[src/rtl/alu_pkg.sv]
// Shared ALU counting-op definitions: generator FSM states and the count-width helper.
package alu_pkg;

    typedef enum logic [1:0] {
        IDLE = 2'd0,
        FILL = 2'd1,
        DONE = 2'd2
    } gen_state_t;

    // Width needed to hold any count 0..bits inclusive.
    function automatic int cw_of(input int bits);
        return $clog2(bits + 1);
    endfunction

endpackage

[src/rtl/generator_jedynek_if.sv]
// Request/response bundle for the ones generator.
// o_mismatch exists only when GENERATOR_JEDYNEK_CHECK_EN is defined.
interface generator_jedynek_if #(
    parameter int BITS = 8
) ();
    localparam int CW = alu_pkg::cw_of(BITS);

    logic            i_start;
    logic [CW-1:0]   i_count;
    logic [BITS-1:0] o_result;
    logic            o_busy;
    logic            o_valid;
    logic            o_error;
`ifdef GENERATOR_JEDYNEK_CHECK_EN
    logic            o_mismatch;
`endif

    modport master (
        output i_start, i_count,
`ifdef GENERATOR_JEDYNEK_CHECK_EN
        input  o_mismatch,
`endif
        input  o_result, o_busy, o_valid, o_error
    );

    modport slave (
        input  i_start, i_count,
`ifdef GENERATOR_JEDYNEK_CHECK_EN
        output o_mismatch,
`endif
        output o_result, o_busy, o_valid, o_error
    );

endinterface

[src/rtl/generator_jedynek_licz_jedynki.sv]
// Combinational popcount; also usable by the ALU count operation.
module licz_jedynki
    import alu_pkg::*;
#(
    parameter int BITS = 8,
    parameter int CW   = cw_of(BITS)
) (
    input  logic [BITS-1:0] word,
    output logic [CW-1:0]   count
);

    always_comb begin
        count = '0;
        for (int i = 0; i < BITS; i++) begin
            count = count + CW'(word[i]);
        end
    end

endmodule

[src/rtl/generator_jedynek.sv]
// Builds a BITS-wide thermometer word with N ones, one bit per clock.
// Optional self-check (o_mismatch + thermometer assertion): GENERATOR_JEDYNEK_CHECK_EN.
module generator_jedynek
    import alu_pkg::*;
#(
    parameter int BITS = 8
) (
    input logic               i_clk,
    input logic               i_rsn,
    generator_jedynek_if.slave bus
);

    localparam int              CW     = cw_of(BITS);
    localparam logic [CW-1:0]   BITS_C = CW'(BITS);

    gen_state_t      state, state_nx;
    logic [CW-1:0]   remaining;
    logic [CW-1:0]   cnt_sat;
    logic            over;
    logic [BITS-1:0] result;
    logic            error;

    // Requests above BITS saturate to a full word and raise the error flag.
    assign over    = (bus.i_count > BITS_C);
    assign cnt_sat = over ? BITS_C : bus.i_count;

    always_ff @(posedge i_clk) begin
        if (!i_rsn) begin
            state <= IDLE;
        end else begin
            state <= state_nx;
        end
    end

    always_comb begin
        state_nx = state;
        case (state)
            IDLE: begin
                if (bus.i_start) begin
                    state_nx = (cnt_sat == '0) ? DONE : FILL;
                end
            end
            FILL: begin
                if (remaining == CW'(1)) begin
                    state_nx = DONE;
                end
            end
            DONE:    state_nx = IDLE;
            default: state_nx = IDLE;
        endcase
    end

    always_ff @(posedge i_clk) begin
        if (!i_rsn) begin
            result    <= '0;
            error     <= 1'b0;
            remaining <= '0;
        end else begin
            case (state)
                IDLE: begin
                    if (bus.i_start) begin
                        result    <= '0;
                        error     <= over;
                        remaining <= cnt_sat;
                    end
                end
                FILL: begin
                    result    <= {result[BITS-2:0], 1'b1};
                    remaining <= remaining - CW'(1);
                end
                default: ;
            endcase
        end
    end

    assign bus.o_result = result;
    assign bus.o_busy   = (state == FILL);
    assign bus.o_valid  = (state == DONE);
    assign bus.o_error  = error;

`ifdef GENERATOR_JEDYNEK_CHECK_EN
    logic [CW-1:0] cnt_lat;
    logic [CW-1:0] pop;

    always_ff @(posedge i_clk) begin
        if (!i_rsn) begin
            cnt_lat <= '0;
        end else if (state == IDLE && bus.i_start) begin
            cnt_lat <= cnt_sat;
        end
    end

    // Popcount looks at the port value so a disturbed output is caught.
    licz_jedynki #(.BITS(BITS), .CW(CW)) u_licz (
        .word  (bus.o_result),
        .count (pop)
    );

    assign bus.o_mismatch = (state == DONE) && (pop != cnt_lat);

    always_ff @(posedge i_clk) begin
        if (i_rsn) begin
            assert ((bus.o_result & (bus.o_result + BITS'(1))) == '0)
                else $error("o_result not a thermometer code: %h", bus.o_result);
        end
    end
`endif

endmodule

[src/flat_wrapper.sv]
// flat-port wrapper written by rule: the top's interface ports become plain ports
module generator_jedynek_flat import alu_pkg::*;
#(
    parameter int BITS = 8
)
  (i_clk, i_rsn, bus_i_start, bus_i_count, bus_o_result, bus_o_busy, bus_o_valid, bus_o_error);
  generator_jedynek_if #(.BITS(BITS)) bus_i ();
  input logic i_clk;
  input logic i_rsn;
  input wire logic [$bits(bus_i.i_start)-1:0] bus_i_start;
  input wire logic [$bits(bus_i.i_count)-1:0] bus_i_count;
  output wire logic [$bits(bus_i.o_result)-1:0] bus_o_result;
  output wire logic [$bits(bus_i.o_busy)-1:0] bus_o_busy;
  output wire logic [$bits(bus_i.o_valid)-1:0] bus_o_valid;
  output wire logic [$bits(bus_i.o_error)-1:0] bus_o_error;
  assign bus_i.i_start = bus_i_start;
  assign bus_i.i_count = bus_i_count;
  assign bus_o_result = bus_i.o_result;
  assign bus_o_busy = bus_i.o_busy;
  assign bus_o_valid = bus_i.o_valid;
  assign bus_o_error = bus_i.o_error;
  generator_jedynek #(.BITS(BITS)) u_core (.i_clk(i_clk), .i_rsn(i_rsn), .bus(bus_i));
endmodule
[config.mk]
export PLATFORM = sky130hd
export DESIGN_NAME = generator_jedynek_flat
export DESIGN_NICKNAME = d
export VERILOG_FILES = /design/src/rtl/alu_pkg.sv /design/src/rtl/generator_jedynek_if.sv /design/src/rtl/generator_jedynek_licz_jedynki.sv /design/src/rtl/generator_jedynek.sv /design/src/flat_wrapper.sv
export SDC_FILE = /design/constraint.sdc
export NUM_CORES = 1
export LEC_CHECK = 0
export ABC_CLOCK_PERIOD_IN_PS = 2000
export CAP_MARGIN = 15
export CORE_MARGIN = 3
export CORE_UTILIZATION = 50
export DETAILED_ROUTE_END_ITERATION = 10
export DONT_BUFFER_PORTS = 1
export SETUP_SLACK_MARGIN = 0.1
export SYNTH_ARGS = -nofsm -noshare
export SYNTH_HDL_FRONTEND = slang
export SYNTH_HIERARCHICAL = 1
export SYNTH_SLANG_ARGS = --single-unit
[constraint.sdc]
create_clock -name i_clk -period 2 [get_ports i_clk]
set_clock_uncertainty 0.05 [all_clocks]
set_input_delay 0.1 -clock i_clk [delete_from_list [all_inputs] [get_ports i_clk]]
set_output_delay 0.1 -clock i_clk [all_outputs]
set_load 0.005 [all_outputs]
==> Yosys cells after proc, flatten, opt, wreduce, memory -nomap -nowiden <==
Cells that the tools add are included.
{ "word_totals": {"out_inout_bits": 11, "reg_bits": 15, "input_bits": 7, "word_cells": 26} }
{ "classes": {"muxes": 9, "addsub": 1, "order_cmp": 1, "n_reduce_logical": 6, "eq_ne": 5} }
{ "ops": {"columns": ["op", "n"], "rows": [
  ["$pmux W8 S2", 1],
  ["$mux W4", 2],
  ["$mux W8", 1],
  ["$pmux W4 S2", 1],
  ["$mux W2", 3],
  ["$reduce_and A2 Y1", 3],
  ["$eq A4 B1 Y1 const B", 1],
  ["$gt A4 B4 Y1 const B", 1],
  ["$logic_not A4 Y1", 1],
  ["$pmux W2 S2", 1],
  ["$sub A4 B1 Y4 const B", 1],
  ["$eq A2 B1 Y1 const B", 1],
  ["$eq A2 B2 Y1 const B", 1],
  ["$logic_not A2 Y1", 1],
  ["$ne A2 B1 Y1 const B", 1],
  ["$ne A2 B2 Y1 const B", 1],
  ["$reduce_bool A2 Y1", 1]
]} }

==> Longest topological paths before layout <==
{ "logic_depth": {"word_depth": 6, "depth_mapped": 5} }

==> Worst setup path before layout <==
Ideal clock, no wire load.
{ "synth_path": {"kind": "reg-to-reg", "start": "register u_core.remaining[2]", "end": "register u_core.remaining[3]", "required_time_ns": 1.875, "path_buffers": 0, "path_slack_ns": 0.909, "path_stages_with_launch": 5, "arrival_time_ns": 0.966, "period_less_slack_ns": 1.091, "cell_sequence": "dfxtp_1 > or3_4 > nor3_2 > a21oi_1 > o22ai_1"} }
{ "synth_via": {"elab_chain_len": 2} }
{ "synth_rtl": {"columns": ["item", "line_no", "rtl"], "rows": [
  ["start: declaration", "generator_jedynek.sv:17", "logic [CW-1:0] remaining;"],
  ["start signal: assignment", "generator_jedynek.sv:64", "remaining <= cnt_sat;"],
  ["start signal: assignment", "generator_jedynek.sv:69", "remaining <= remaining - CW'(1);"],
  ["$sub A4 B1 Y4", "generator_jedynek.sv:69", null],
  ["$pmux W4 S2", "generator_jedynek.sv:59", "case (state)"]
]} }
Every way passes these cells.
A chain may end at the register's enable or synchronous reset.

==> Final worst setup path <==
{ "layout_path": {"start": "input port bus_i_count[1]", "end": "register u_core.state[1]"} }
{ "layout_via": {"elab_chain_len": 6} }
{ "layout_rtl": {"columns": ["item", "line_no", "rtl"], "rows": [
  ["start: declaration", "flat_wrapper.sv:11", "input wire logic [$bits(bus_i.i_count)-1:0] bus_i_count;"],
  ["$gt A4 B4 Y1", "generator_jedynek.sv:24", "assign over = (bus.i_count > BITS_C);"],
  ["$mux W4 *", "generator_jedynek.sv:25", "assign cnt_sat = over ? BITS_C : bus.i_count;"],
  ["$logic_not A4 Y1 *", "generator_jedynek.sv:40", "state_nx = (cnt_sat == '0) ? DONE : FILL;"],
  ["$mux W2 *", "generator_jedynek.sv:40", null],
  ["$mux W2 *", "generator_jedynek.sv:39", "if (bus.i_start) begin"],
  ["$pmux W2 S2 *", "generator_jedynek.sv:37", "case (state)"],
  ["end signal: assignment", "generator_jedynek.sv:31", "state <= state_nx;"],
  ["end: declaration", "generator_jedynek.sv:16", "gen_state_t state, state_nx;"]
]} }
Mark *: on every way between the ends. The rest lies on a longest branch, timed or not. The select of a mux whose other input is x is not followed.

==> results.sh <==
export IMPL_status="finished, final reports clean"
export IMPL_rrSetupSlack_ns=0.66
export IMPL_synthArstFlopShare_pct=0
export IMPL_die_width_um=43.4
export IMPL_power_density_mw_per_mm2=788
export IMPL_io_pins=18
export IMPL_cts_buffer_depth=2
export IMPL_drv_cap=0
export IMPL_yosysSeqAreaShare_pct=42.9
export IMPL_clock_fmax_ghz=0.596
export IMPL_dpl_cell_area_um2=706
export IMPL_syn_inst=82
export IMPL_drt_iter0_markers=21
export IMPL_gr_total_overflow=0
export IMPL_clock_sinks=15
export IMPL_leakage_nw=0.286
export IMPL_finalHoldViolCount=0
export IMPL_synth_edff_count=0
export IMPL_wl_mm=1.40
export IMPL_remaining_drc_errors=0
export IMPL_critPathCapture="u_core/state[1]"
export IMPL_synthFlopType="dfxtp_1"
export IMPL_initial_core_util_pct=58.2
export IMPL_crit_required_ns=2.16
export IMPL_tritoncts="yes"
export IMPL_numCtsBuffers=3
export IMPL_clk_latency_ns=0.28
export IMPL_seq_area_um2=300
export IMPL_track_usage_pct=16.1
export IMPL_synth_most_common_cell="dfxtp_1"
export IMPL_cts_htree_levels=1
export IMPL_wl_per_cell_um=13.6
export IMPL_antenna_cells=0
export IMPL_endpoint_kind="flop"
export IMPL_syn_num_nets=91
export IMPL_multi_input_area_um2=365
export IMPL_synth_seq_cells=15
export IMPL_clock_root_buffer="clkbuf_4"
export IMPL_portBuffers=0
export IMPL_rsz0062_at_grt="no"
export IMPL_ir_drop_uv=667
export IMPL_path_max_fanout=3
export IMPL_r2r_end="u_core/remaining[3]"
export IMPL_vias=598
export IMPL_synthTopCellsByArea="dfxtp_1 43%, a22oi_1 7.5%, nor2b_1 7.2%"
export IMPL_synthTopCellsByCount="15 x dfxtp_1, 8 x a21oi_1, 8 x nor2b_1"
export IMPL_synth_distinct_cells=24
export IMPL_netlist_area_leader_share_pct=42.9
export IMPL_antenna_found_initial=0
export IMPL_drive_above_1_share_pct=10.1
export IMPL_place_hpwl_um=986
export IMPL_fillers=113
export IMPL_min_path_type="input port to flop"
export IMPL_ant_nets=0
export IMPL_tightest_slew_ns=0.444
export IMPL_synth_top_area_cell="dfxtp_1"
export IMPL_path_clk_slew_ns=0.08
export IMPL_num_rows=12
export IMPL_fp_dieArea_mm2=0.00188
export IMPL_setup_viol_count_final=0
export IMPL_rr_worst_depth=4
export IMPL_finalInstanceArea_um2=783
export IMPL_dr_pass1_iters=5
export IMPL_relSlewSlack_pct=70.4
export IMPL_critPathKind="input port to flop"
export IMPL_via_per_inst=5.81
export IMPL_core_area_mm2=0.00120
export IMPL_slew_viol_final=0
export IMPL_fin_crit_ns=1.68
export IMPL_power_mw=0.617
export IMPL_gp_congestion=0.780
export IMPL_crit_path_start="bus_i_count[1]"
export IMPL_grt_pass1_vias=548
export IMPL_reg2reg_from="u_core/state[0]"
export IMPL_netlist_area_um2=699
export IMPL_fin_crit_sh_pct=83.8
export IMPL_startpoint_type="input port"
export IMPL_ys_warnings_count=6
export IMPL_setup_tns_final_ns=0
export IMPL_grt_max_degree=16
export IMPL_worstPathArrival_ns=1.83
export IMPL_avgSynthCellArea_um2=8.53
export IMPL_syn_to_final_growth_pct=12.0
export IMPL_post_cts_buffers=0
export IMPL_finalNetCount=99
export IMPL_die_y_um=43.4
export IMPL_grt_pass1_wl_mm=2.30
==> stage by stage <==
step | setup WS, ns | hold slack (ns) | std cells | utilization, %
final | 0.323 | 0.0676 | 103 | 65.2
after global routing | 0.217 | 0.0803 | 103 | 65.2
after CTS | 0.350 | 0.0578 | 103 | 65.2
after detailed placement | 0.716 | 0.174 | 94 | 58.8
after global placement | 0.707 | 0.171 | 94 | 58.8
after floorplan | 0.909 | 0.178 | 82 | -
==> report_power, final <==
| group | switching (mW) | internal [mW] |
|---|---|---|
| sequential | 0.0250 | 0.317 |
| clock | 0.0885 | 0.0741 |
| combinational | 0.0619 | 0.0509 |
| total | 0.175 | 0.442 |
==> cells by family after synthesis <==
logic type | after synthesis | synth area share [%]
AOI/OAI and AO/OA | 28 | 24.9
DFF | 15 | 42.9
adders and majority gates | 2 | 3.58
and+or+nand+nor | 29 | 23.8
buffers and inverters | 8 | 4.83
==> registers in the layout, summed over array words and instances (netlist names) <==
signal	cells
u_core/bus.o_result	8
u_core/remaining	4
u_core/state	2
u_core/bus.o_error	1
==> worst min path at each step <==
stage	slack, ns	cells after the start	start	end
2_1_floorplan	0.18	1	i_rsn	u_core/bus.o_result[7]
3_3_place_gp	0.17	1	i_rsn	u_core/state[0]
3_5_place_dp	0.17	1	i_rsn	u_core/state[0]
4_1_cts	0.06	3	bus_i_start	u_core/remaining[0]
5_1_grt	0.08	3	bus_i_count[0]	u_core/state[0]
6_report	0.07	3	bus_i_start	u_core/remaining[0]
==> layout make-up <==
class                      instances  share of cell area (%)
timing repair buffer               5                    6.39
clock inverter                     1                   0.639
sequential                        15                    38.3
tap                               14                    2.24
multi-input combinational         59                    46.6
clock buffer                       3                    2.88
inverter                           6                    2.88
==> layout by cell type (no fill, tap or decap), drive strengths merged <==
cell          n
dfxtp        15
nor2b         8
a21oi         8
o21ai         8
nor2          7
a22oi         7
inv           6
dlygate4sd3   5
nand2         4
nor3          4
clkbuf        3
nand2b        3
nor4          2
ha            2
clkinv        1
o21a          1
o31ai         1
or3           1
o22ai         1
o311ai        1
a21boi        1
==> per-layer routing <==
metal  up-vias  part of all wire [%]  track usage, %
li1        306                     -               -
met1       274                    48            20.9
met2        18                    48            23.9
met3         0                   4.9            8.30
met4         0                     0            3.61
met5         -                     0               0
==> critical path: stages <==
cell and delay [ns]:
dlygate4sd3_1 0.55, nor4_1 0.35, dlygate4sd3_1 0.61, nor2_1 0.04
nor3_1 0.17
==> what timing repair did <==
| item | 4_1_cts | 5_1_grt |
|---|---|---|
| hold endpoints to repair | 15 | 0 |
| resized for setup | 0 | 0 |
| hold buffers | 5 | 0 |
No activity file was read; power rests on OpenSTA's default activity.
